$ cat src/rtl/vending_pkg.sv
// Shared definitions for the vending machine back end: sequencer states,
// coin encodings with their dollar values, and the product count.
package vending_pkg;

  localparam int N_PROD = 5;

  typedef enum logic [2:0] {
    IDLE,
    CHECK,
    VEND,
    VEND_GAP,
    COIN,
    COIN_GAP,
    DONE,
    FAULT
  } state_t;

  localparam logic [1:0] COIN_1  = 2'd0;
  localparam logic [1:0] COIN_5  = 2'd1;
  localparam logic [1:0] COIN_10 = 2'd2;

  localparam logic [3:0] COIN_1_VAL  = 4'd1;
  localparam logic [3:0] COIN_5_VAL  = 4'd5;
  localparam logic [3:0] COIN_10_VAL = 4'd10;

endpackage

$ cat src/rtl/coin_select.sv
// Greedy change picker: largest coin that still fits in the owed amount.
module coin_select
  import vending_pkg::*;
(
  input  logic [7:0] change_left,
  output logic [1:0] coin_sel,
  output logic [3:0] coin_value
);

  always_comb begin
    coin_sel   = COIN_1;
    coin_value = COIN_1_VAL;
    if (change_left >= 8'd10) begin
      coin_sel   = COIN_10;
      coin_value = COIN_10_VAL;
    end else if (change_left >= 8'd5) begin
      coin_sel   = COIN_5;
      coin_value = COIN_5_VAL;
    end
  end

endmodule

$ cat src/rtl/dispense_sequencer.sv
// Back-end sequencer: stock check, one motor pulse per unit, then greedy
// change payout over req/ack handshakes, with ack timeouts leading to FAULT.
module dispense_sequencer #(
  parameter int N_PROD      = vending_pkg::N_PROD,
  parameter int STOCK_W     = 4,
  parameter int INIT_STOCK  = 9,
  parameter int ACK_TIMEOUT = 255
) (
  input  logic              clk,
  input  logic              reset,
  input  logic              start,
  input  logic [2:0]        product_id,
  input  logic [3:0]        quantity,
  input  logic [7:0]        price_total,
  input  logic [7:0]        paid,
  input  logic              restock,
  output logic              motor_req,
  input  logic              motor_ack,
  output logic [2:0]        motor_sel,
  output logic              coin_req,
  input  logic              coin_ack,
  output logic [1:0]        coin_sel,
  output logic              busy,
  output logic              done,
  output logic              refunded,
  output logic              fault,
  output logic [7:0]        change_left,
  output logic [N_PROD-1:0] stock_empty
);

  import vending_pkg::*;

  localparam int TMO_W = $clog2(ACK_TIMEOUT + 1);

  state_t             state;
  logic [2:0]         prod_r;
  logic [3:0]         qty_r;
  logic [7:0]         price_r;
  logic [7:0]         paid_r;
  logic [3:0]         units_left;
  logic [3:0]         coin_val_r;
  logic [TMO_W-1:0]   tmo_cnt;
  logic [STOCK_W-1:0] stock [N_PROD];

  logic [STOCK_W-1:0] stock_sel;
  logic               prod_valid;
  logic               refund_chk;
  logic [7:0]         check_change;
  logic [7:0]         coin_src;
  logic [1:0]         next_coin_sel;
  logic [3:0]         next_coin_val;
  logic               tmo_hit;

  // Stock of the latched product; an out-of-range id simply matches nothing.
  always_comb begin
    stock_sel  = '0;
    prod_valid = 1'b0;
    for (int i = 0; i < N_PROD; i++) begin
      if (prod_r == 3'(i + 1)) begin
        prod_valid = 1'b1;
        stock_sel  = stock[i];
      end
    end
  end

  always_comb begin
    for (int i = 0; i < N_PROD; i++) begin
      stock_empty[i] = (stock[i] == '0);
    end
  end

  assign refund_chk   = !prod_valid || (qty_r == 4'd0) || (paid_r < price_r) ||
                        (32'(stock_sel) < 32'(qty_r));
  assign check_change = refund_chk ? paid_r : (paid_r - price_r);
  // The first coin is picked while change_left is still being loaded.
  assign coin_src     = (state == CHECK) ? check_change : change_left;
  assign tmo_hit      = (32'(tmo_cnt) >= ACK_TIMEOUT - 1);

  coin_select u_coin_select (
    .change_left (coin_src),
    .coin_sel    (next_coin_sel),
    .coin_value  (next_coin_val)
  );

  always_ff @(posedge clk) begin
    if (reset) begin
      state       <= IDLE;
      prod_r      <= '0;
      qty_r       <= '0;
      price_r     <= '0;
      paid_r      <= '0;
      units_left  <= '0;
      coin_val_r  <= '0;
      tmo_cnt     <= '0;
      motor_req   <= 1'b0;
      motor_sel   <= '0;
      coin_req    <= 1'b0;
      coin_sel    <= '0;
      busy        <= 1'b0;
      done        <= 1'b0;
      refunded    <= 1'b0;
      fault       <= 1'b0;
      change_left <= '0;
      for (int i = 0; i < N_PROD; i++) stock[i] <= STOCK_W'(INIT_STOCK);
    end else begin
      done <= 1'b0;
      if (32'(tmo_cnt) < ACK_TIMEOUT) tmo_cnt <= tmo_cnt + TMO_W'(1);

      unique case (state)
        IDLE: begin
          if (start) begin
            prod_r  <= product_id;
            qty_r   <= quantity;
            price_r <= price_total;
            paid_r  <= paid;
            busy    <= 1'b1;
            tmo_cnt <= '0;
            state   <= CHECK;
          end else if (restock) begin
            for (int i = 0; i < N_PROD; i++) stock[i] <= STOCK_W'(INIT_STOCK);
          end
        end

        CHECK: begin
          tmo_cnt     <= '0;
          refunded    <= refund_chk;
          change_left <= check_change;
          units_left  <= qty_r;
          motor_sel   <= prod_r;
          if (!refund_chk) begin
            motor_req <= 1'b1;
            state     <= VEND;
          end else if (paid_r != 8'd0) begin
            coin_req   <= 1'b1;
            coin_sel   <= next_coin_sel;
            coin_val_r <= next_coin_val;
            state      <= COIN;
          end else begin
            done  <= 1'b1;
            busy  <= 1'b0;
            state <= DONE;
          end
        end

        VEND: begin
          if (motor_ack) begin
            for (int i = 0; i < N_PROD; i++) begin
              if (prod_r == 3'(i + 1)) stock[i] <= stock[i] - STOCK_W'(1);
            end
            units_left <= units_left - 4'd1;
            motor_req  <= 1'b0;
            tmo_cnt    <= '0;
            state      <= VEND_GAP;
          end else if (tmo_hit) begin
            motor_req <= 1'b0;
            fault     <= 1'b1;
            tmo_cnt   <= '0;
            state     <= FAULT;
          end
        end

        VEND_GAP: begin
          if (!motor_ack) begin
            tmo_cnt <= '0;
            if (units_left != 4'd0) begin
              motor_req <= 1'b1;
              state     <= VEND;
            end else if (change_left != 8'd0) begin
              coin_req   <= 1'b1;
              coin_sel   <= next_coin_sel;
              coin_val_r <= next_coin_val;
              state      <= COIN;
            end else begin
              done  <= 1'b1;
              busy  <= 1'b0;
              state <= DONE;
            end
          end else if (tmo_hit) begin
            fault   <= 1'b1;
            tmo_cnt <= '0;
            state   <= FAULT;
          end
        end

        COIN: begin
          if (coin_ack) begin
            change_left <= change_left - {4'd0, coin_val_r};
            coin_req    <= 1'b0;
            tmo_cnt     <= '0;
            state       <= COIN_GAP;
          end else if (tmo_hit) begin
            coin_req <= 1'b0;
            fault    <= 1'b1;
            tmo_cnt  <= '0;
            state    <= FAULT;
          end
        end

        COIN_GAP: begin
          if (!coin_ack) begin
            tmo_cnt <= '0;
            if (change_left != 8'd0) begin
              coin_req   <= 1'b1;
              coin_sel   <= next_coin_sel;
              coin_val_r <= next_coin_val;
              state      <= COIN;
            end else begin
              done  <= 1'b1;
              busy  <= 1'b0;
              state <= DONE;
            end
          end else if (tmo_hit) begin
            fault   <= 1'b1;
            tmo_cnt <= '0;
            state   <= FAULT;
          end
        end

        DONE: begin
          tmo_cnt <= '0;
          state   <= IDLE;
        end

        FAULT: begin
          state <= FAULT;
        end
      endcase
    end
  end

endmodule

$ cat config.mk
export PLATFORM = sky130hd
export DESIGN_NAME = dispense_sequencer
export DESIGN_NICKNAME = d
export VERILOG_FILES = /design/src/rtl/vending_pkg.sv /design/src/rtl/coin_select.sv /design/src/rtl/dispense_sequencer.sv
export SDC_FILE = /design/constraint.sdc
export NUM_CORES = 1
export LEC_CHECK = 0
export ABC_CLOCK_PERIOD_IN_PS = 5000
export BUFFER_PORTS_ARGS = -buffer_cell sky130_fd_sc_hd__buf_2
export CAP_MARGIN = 20
export CELL_PAD_IN_SITES_DETAIL_PLACEMENT = 1
export CELL_PAD_IN_SITES_GLOBAL_PLACEMENT = 1
export CORE_UTILIZATION = 25
export DETAILED_ROUTE_END_ITERATION = 8
export PLACE_DENSITY = 0.53
export SETUP_SLACK_MARGIN = 0.3
export SYNTH_ARGS = -nofsm -noshare
export SYNTH_HDL_FRONTEND = slang
export SYNTH_SLANG_ARGS = --single-unit
export TNS_END_PERCENT = 50
$ cat constraint.sdc
create_clock -name clk -period 5 [get_ports clk]
set_input_delay 0.25 -clock clk [delete_from_list [all_inputs] [get_ports clk]]
set_output_delay 0.25 -clock clk [all_outputs]
set_load 0.01 [all_outputs]
; Word level (Yosys, flattened, before mapping)
; Memory sizes are Yosys's and may differ from the RTL's.
; Cells that the tools add are included.
[word_totals]
reg_bits = 61
mem_bits_rw = 20
input_bits = 29
out_inout_bits = 24
word_cells = 231
mem_count = 1
[classes]
add_sub_neg = 9
magnitude_cmp = 6
eq_ne = 29
mux = 129
bitwise_logic = 10
n_reduce_logical = 30
[memory_table]
columns = name, words, word_bits, rd, rd_clocked_by_memory_dff, wr, line_no
row1 = stock, 5, 4, 5, 0, 5, dispense_sequencer.sv:43  ; logic [STOCK_W-1:0] stock [N_PROD];
[ops]
columns = op, n
row1 = 4-bit two-way mux, 23
row2 = 8-bit two-way mux, 10
row3 = 1-bit two-way mux, 67
row4 = 8-bit case mux with 6 select lines, 1
row5 = "2-bit != test, second input constant", 14
row6 = 3-bit two-way mux, 9
row7 = 4-bit logical NOT, 6
row8 = 3-bit case mux with 8 select lines, 1
row9 = "4-bit by 1-bit subtractor with 4-bit output, second input constant", 6
row10 = "3-bit == test, second input constant", 6
row11 = 2-bit two-way mux, 9
row12 = 8-bit case mux with 2 select lines, 1
row13 = 4-bit nonzero test, 4
row14 = 8-bit nonzero test, 2
row15 = 7-bit AND reduction, 2
row16 = "3-bit by 2-bit == test with 1-bit output, second input constant", 4
row17 = 1-bit case mux with 4 select lines, 3
row18 = 4-bit case mux with 3 select lines, 1
row19 = 1-bit bitwise OR, 10
row20 = 5-bit AND reduction, 2
row21 = "8-bit by 1-bit adder with 8-bit output, second input constant", 1
row22 = "8-bit by 3-bit greater-or-equal comparator with 1-bit output, second input constant", 1
row23 = "8-bit by 4-bit greater-or-equal comparator with 1-bit output, second input constant", 1
row24 = "8-bit greater-or-equal comparator, second input constant", 1
row25 = 19 further kinds, 28

; Depth between registers and ports, before layout
[depth]
ltp_word = 19
depth_mapped = 17
depth_no_buf = 14

; Hierarchy
; A second synthesis with hierarchy kept.
[unflattened]
hier_cells = 590
area_unflattened_um2 = 4828.4
[by_module_without_submodules]
columns = mod, instances, cells_each, area_per_inst_um2, seq_area_each_um2
row1 = dispense_sequencer, 1, 579, 4750.8, 1821.7
row2 = coin_select, 1, 11, 77.6, 0.0

; Worst setup path after synthesis
; OpenSTA, ideal clock, no wires.
[synth_timing]
path_type = reg2reg
from = register prod_r[1]
to = register coin_val_r[2]
setup_ns = 0.084
arrival_ns = 3.170
t_required_ns = 4.916
slack_ns = 1.745
stages_incl_launch_ff = 17
path_buffers = 2
synth_period_minus_slack_ns = 3.255
cell_sequence = dfxtp_1 > clkbuf_1 > nor2b_1 > nand2_1 > o21ai_0 > a22oi_1 > a21oi_1 > ha_1 > a21o_1 > a21oi_1 > a211o_1 > a211oi_4 > buf_6 > nor4_1 > a211oi_1 > a2111o_1 > o31ai_2
[synth_between]
elab_chain_len = 19
word_cells_on_any_way = 35
cone_classes = order compare (3) / eq/ne (6) / mux (21) / reduce/logical (5)
[synth_rtl]
columns = item, line_no
row1 = from (decl), dispense_sequencer.sv:36  ; logic [2:0] prod_r;
row2 = from (signal assigned), dispense_sequencer.sv:112  ; prod_r <= product_id;
row3 = branches (longest 9 deep; another with 4-bit less-than comparator), --
row4 = 1-bit logical OR (*), dispense_sequencer.sv:72  ; assign refund_chk = !prod_valid || (qty_r == 4'd0) || (paid_r < price_r) ||
row5 = 8-bit two-way mux, dispense_sequencer.sv:74  ; assign check_change = refund_chk ? paid_r : (paid_r - price_r);
row6 = 8-bit two-way mux, dispense_sequencer.sv:76  ; assign coin_src = (state == CHECK) ? check_change : change_left;
row7 = 8-bit by 3-bit greater-or-equal comparator with 1-bit output, coin_select.sv:16  ; end else if (change_left >= 8'd5) begin
row8 = 3-bit two-way mux, coin_select.sv:16
row9 = 4-bit two-way mux, coin_select.sv:13  ; if (change_left >= 8'd10) begin
row10 = 4-bit two-way mux, "dispense_sequencer.sv:168, dispense_sequencer.sv:202"
row11 = 4-bit two-way mux, dispense_sequencer.sv:165  ; if (units_left != 4'd0) begin
row12 = 4-bit two-way mux, dispense_sequencer.sv:163  ; if (!motor_ack) begin
row13 = 4-bit case mux with 3 select lines, dispense_sequencer.sv:109  ; unique case (state)
row14 = to (signal assigned), dispense_sequencer.sv:136  ; coin_val_r <= next_coin_val;
row15 = to (signal assigned), dispense_sequencer.sv:171  ; coin_val_r <= next_coin_val;
row16 = to (signal assigned), dispense_sequencer.sv:205  ; coin_val_r <= next_coin_val;
row17 = to (decl), dispense_sequencer.sv:41  ; logic [3:0] coin_val_r;
; Every way passes the cells marked *. The select of a mux whose other input is x is not followed.
; A chain may end at the register's enable or synchronous reset.

; Final worst setup path
; Same ends and word-level chain as after synthesis.

==> results.toml <==
[critical_path]
path_buf_inv = 0
worstPathMaxFanout = 15
r2r_start = "prod_r[1]"
worstSetupEndpointType = "flop"
path_cells = "nor2b_1, nand2_1, o21ai_0, a22oi_1, a21oi_1, ha_1, a21o_1, a21oi_1, a211o_1, a211oi_4, mux2i_1, a21oi_1, a2111o_1, o31ai_2"
cp-start-kind = "flop"
crit_path_max_incr_delay_ps = 660
cpMostUsedCell = "a21oi_1"
r2r_cells = 14
cp_data_required_time_ps = 5270
crit_family = "compound AO/OA/AOI/OAI gates"
r2r_setup_slack_ps = 1150
path_class = "flop to flop"
cp.arrival_ps = 4120
slowest_stage = "a211oi_4"
reg2reg_to = "coin_val_r[2]"

[clocking]
cts.path.max_buffers = 2
cts_tree = "yes"
post_cts.repair.setup_buffers = 0
cts_resized = 0
clk_pin_slew_ps = 60
holdBufCountCts = 0
root_buffer = "clkbuf_16"
clock_latency_ps = 350
htreeDepth = 3
cts_made_buffers = 9
clock-sinks = 78

[grt]
top_usage_layer = "met2"
grt_pass1_vias = 4460
grt_pass1_wl_mm = 23.3
grt_max_degree = 55
grt_usage = 0.154
grt_remaining_overflow = 0
use_met2 = 0.254
grt_use_met3 = 0.0234
antenna_found_initial = 0
use_met1 = 0.200

[finish]
area_growth_pct = 15.6
antenna_cells = 0
post_route_cells_drive_above_1_share = 0.130
utilization = 0.300
fill_cells = 2207
final_cell_mix = "nand2_1, a21oi_1, dfxtp_1"
final_nets = 683
final_common_cell = "nand2_1"

[die]
num_rows = 49
die_area_um2 = 19500
pin_count = 53
core_area_um2 = 18300
die_x_um = 140
die_y_um = 140
start_util = 0.259

[worst_hold_path]
hold_path.class = "input port to flop"
hold_depth = 3
min_from = "paid[1]"
hold-path-endpoint = "paid_r[1]"

[sta]
slew_viol_final = 0
fmax_mhz = 260
tightestPinTransition_ps = 979
fin_setup_tns_ps = 0
setup_viol = 0
hold_viol = 0
min_period_over_period = 0.769
timing.slew.headroom = 0.348
layout_setup_ws_ps = 1150
finClkSkew_ps = 6.66
rsz0062_at_grt = "false"
finalCriticalPeriod_ps = 3850

[placed_design]
portBuffers = 52
dp.final_hpwl_mm = 10.6
place.gp.congestion = 0.793
pre_cts_ws_ps = 1160

[power_and_ir_drop]
switchingPower_w = 0.00132
powerDensity_nw_per_um2 = 562
seq_power_share = 0.311
ir_worst_vdd_uv = 218
cellLeakagePower_nw = 2.05
total_power_w = 0.00308
internal_power_w = 0.00175
p_comb_frac = 0.467
swShare = 0.430
clkPwrFrac = 0.222

[routing]
via_per_inst = 4.96
wl_per_cell_um = 16.5
dr.pass1.iters = 4
drt_wl_total_mm = 14.2
drc = 0
ant_nets = 0
drt_iter0_drc = 211
vias = 4276

[synthesis]
synthXorXnorAreaFrac = 0.0481
synth_cell_types = 53
synthMuxAreaShare = 0.0280
synth_area_um2 = 4740
synth_edf_count = 20
syn_inst = 593
ys_warn_count = 0
ys_ff_latch = 78
syn_avg_cell_area_um2 = 7.99
synthAdderAreaFrac = 0.0740
ys_seq_area_frac = 0.372
synth_top_family_by_area = "simple AND/OR/NAND/NOR gates"
synth-main-ff-cell = "dfxtp_1"
async_flop_share = 0
synth_compound_area_frac = 0.206
synth_simple_gate_area_frac = 0.210
syn_nets = 648

[flow_run]
max_cap_viol_count = 0

[outcome]
status = "finished clean"
[synthesized netlist by cell type, types with 4 or more instances]
master / instances / area [um^2]
a211oi_1: 12 / 90.1
buf_4: 4 / 30.0
nand2b_1: 12 / 75.1
a21o_1: 6 / 45.0
dfxtp_1: 58 / 1160
ha_1: 24 / 300
nor2_1: 54 / 203
nand3_1: 6 / 30.0
nor2b_1: 5 / 31.3
nand2_1: 97 / 364
a21oi_1: 63 / 315
o21ai_0: 37 / 185
nand3b_1: 4 / 30.0
a22oi_1: 8 / 60.1
nor4_1: 4 / 25.0
edfxtp_1: 20 / 601
nor3b_1: 6 / 45.0
xor2_1: 9 / 78.8
a31oi_1: 5 / 31.3
mux2i_1: 11 / 110
xnor2_1: 17 / 149
buf_2: 4 / 20.0
inv_1: 37 / 139
nor3_1: 16 / 80.1
clkbuf_1: 22 / 82.6
o22ai_1: 6 / 37.5
[worst max-delay path by stage]
stage	cells past startpoint	end	slack [ps]	startpoint
2_1_floorplan	16	coin_val_r[2]	1750	prod_r[1]
3_3_place_gp	14	coin_val_r[2]	1300	prod_r[1]
3_5_place_dp	14	coin_val_r[2]	1160	prod_r[1]
4_1_cts	14	coin_val_r[2]	1100	prod_r[1]
5_1_grt	14	coin_val_r[2]	830	prod_r[1]
6_report	14	coin_val_r[2]	1150	prod_r[1]
[state kept, by name (all words and copies together) (netlist names)]
| register | flops |
|---|---|
| qty_r | 4 |
| busy | 1 |
| motor_req | 1 |
| coin_val_r | 3 |
| change_left | 8 |
| fault | 1 |
| prod_r | 3 |
| tmo_cnt | 8 |
| state | 3 |
| refunded | 1 |
| paid_r | 8 |
| motor_sel | 3 |
| done | 1 |
| stock | 20 |
| price_r | 8 |
| coin_req | 1 |
| units_left | 4 |
[power by group through the flow]
stage	combinational [W]	sequential, W	clock, W
finish	0.00144	0.000957	0.000684
detailed placement	0.00145	0.000971	0
global route	0.00164	0.000980	0.000730
CTS	0.00146	0.000959	0.000709
global placement	0.00143	0.000968	0
floorplan	0.00113	0.000882	0
[cell type report]
class                   count  area, um^2  area share
inverters                  38         143      0.0260
flip-flops and latches     78        1760       0.322
clock inverters             3        42.5     0.00777
multi-input cells         444        2690       0.490
clock buffers              13         260      0.0475
repair buffers             57         298      0.0544
well taps                 229         287      0.0523
[through the flow]
stage | instances | hold WS [ps] | cell area, um^2
2_1_floorplan | 593 | 386 | 4740
3_3_place_gp | 846 | 447 | 5170
3_5_place_dp | 846 | 454 | 5170
6_report | 862 | 137 | 5480
5_1_grt | 862 | 134 | 5480
4_1_cts | 862 | 122 | 5480
[kinds of logic after synthesis]
logic type	Yosys count
AND/OR/NAND/NOR	220
AO/OA/AOI/OAI	158
flip-flops	78
buffers and inverters	71
adder cells (fa/ha/maj)	27
XOR/XNOR	26
multiplexers	13
[worst reg2reg max path, cell delays in order (launching register included)]
cell	delay [ps]
dfxtp_1	590
nor2b_1	230
nand2_1	60
o21ai_0	100
a22oi_1	120
a21oi_1	200
ha_1	160
a21o_1	110
a21oi_1	110
a211o_1	310
a211oi_4	660
mux2i_1	350
a21oi_1	130
a2111o_1	420
o31ai_2	220
[layer usage]
layer,share of wire,vias to the layer above
met5,0,-
met4,0.017,0
met3,0.030,12
met2,0.48,56
met1,0.48,2087
li1,-,2121
Power figures use the tool's default switching activity.
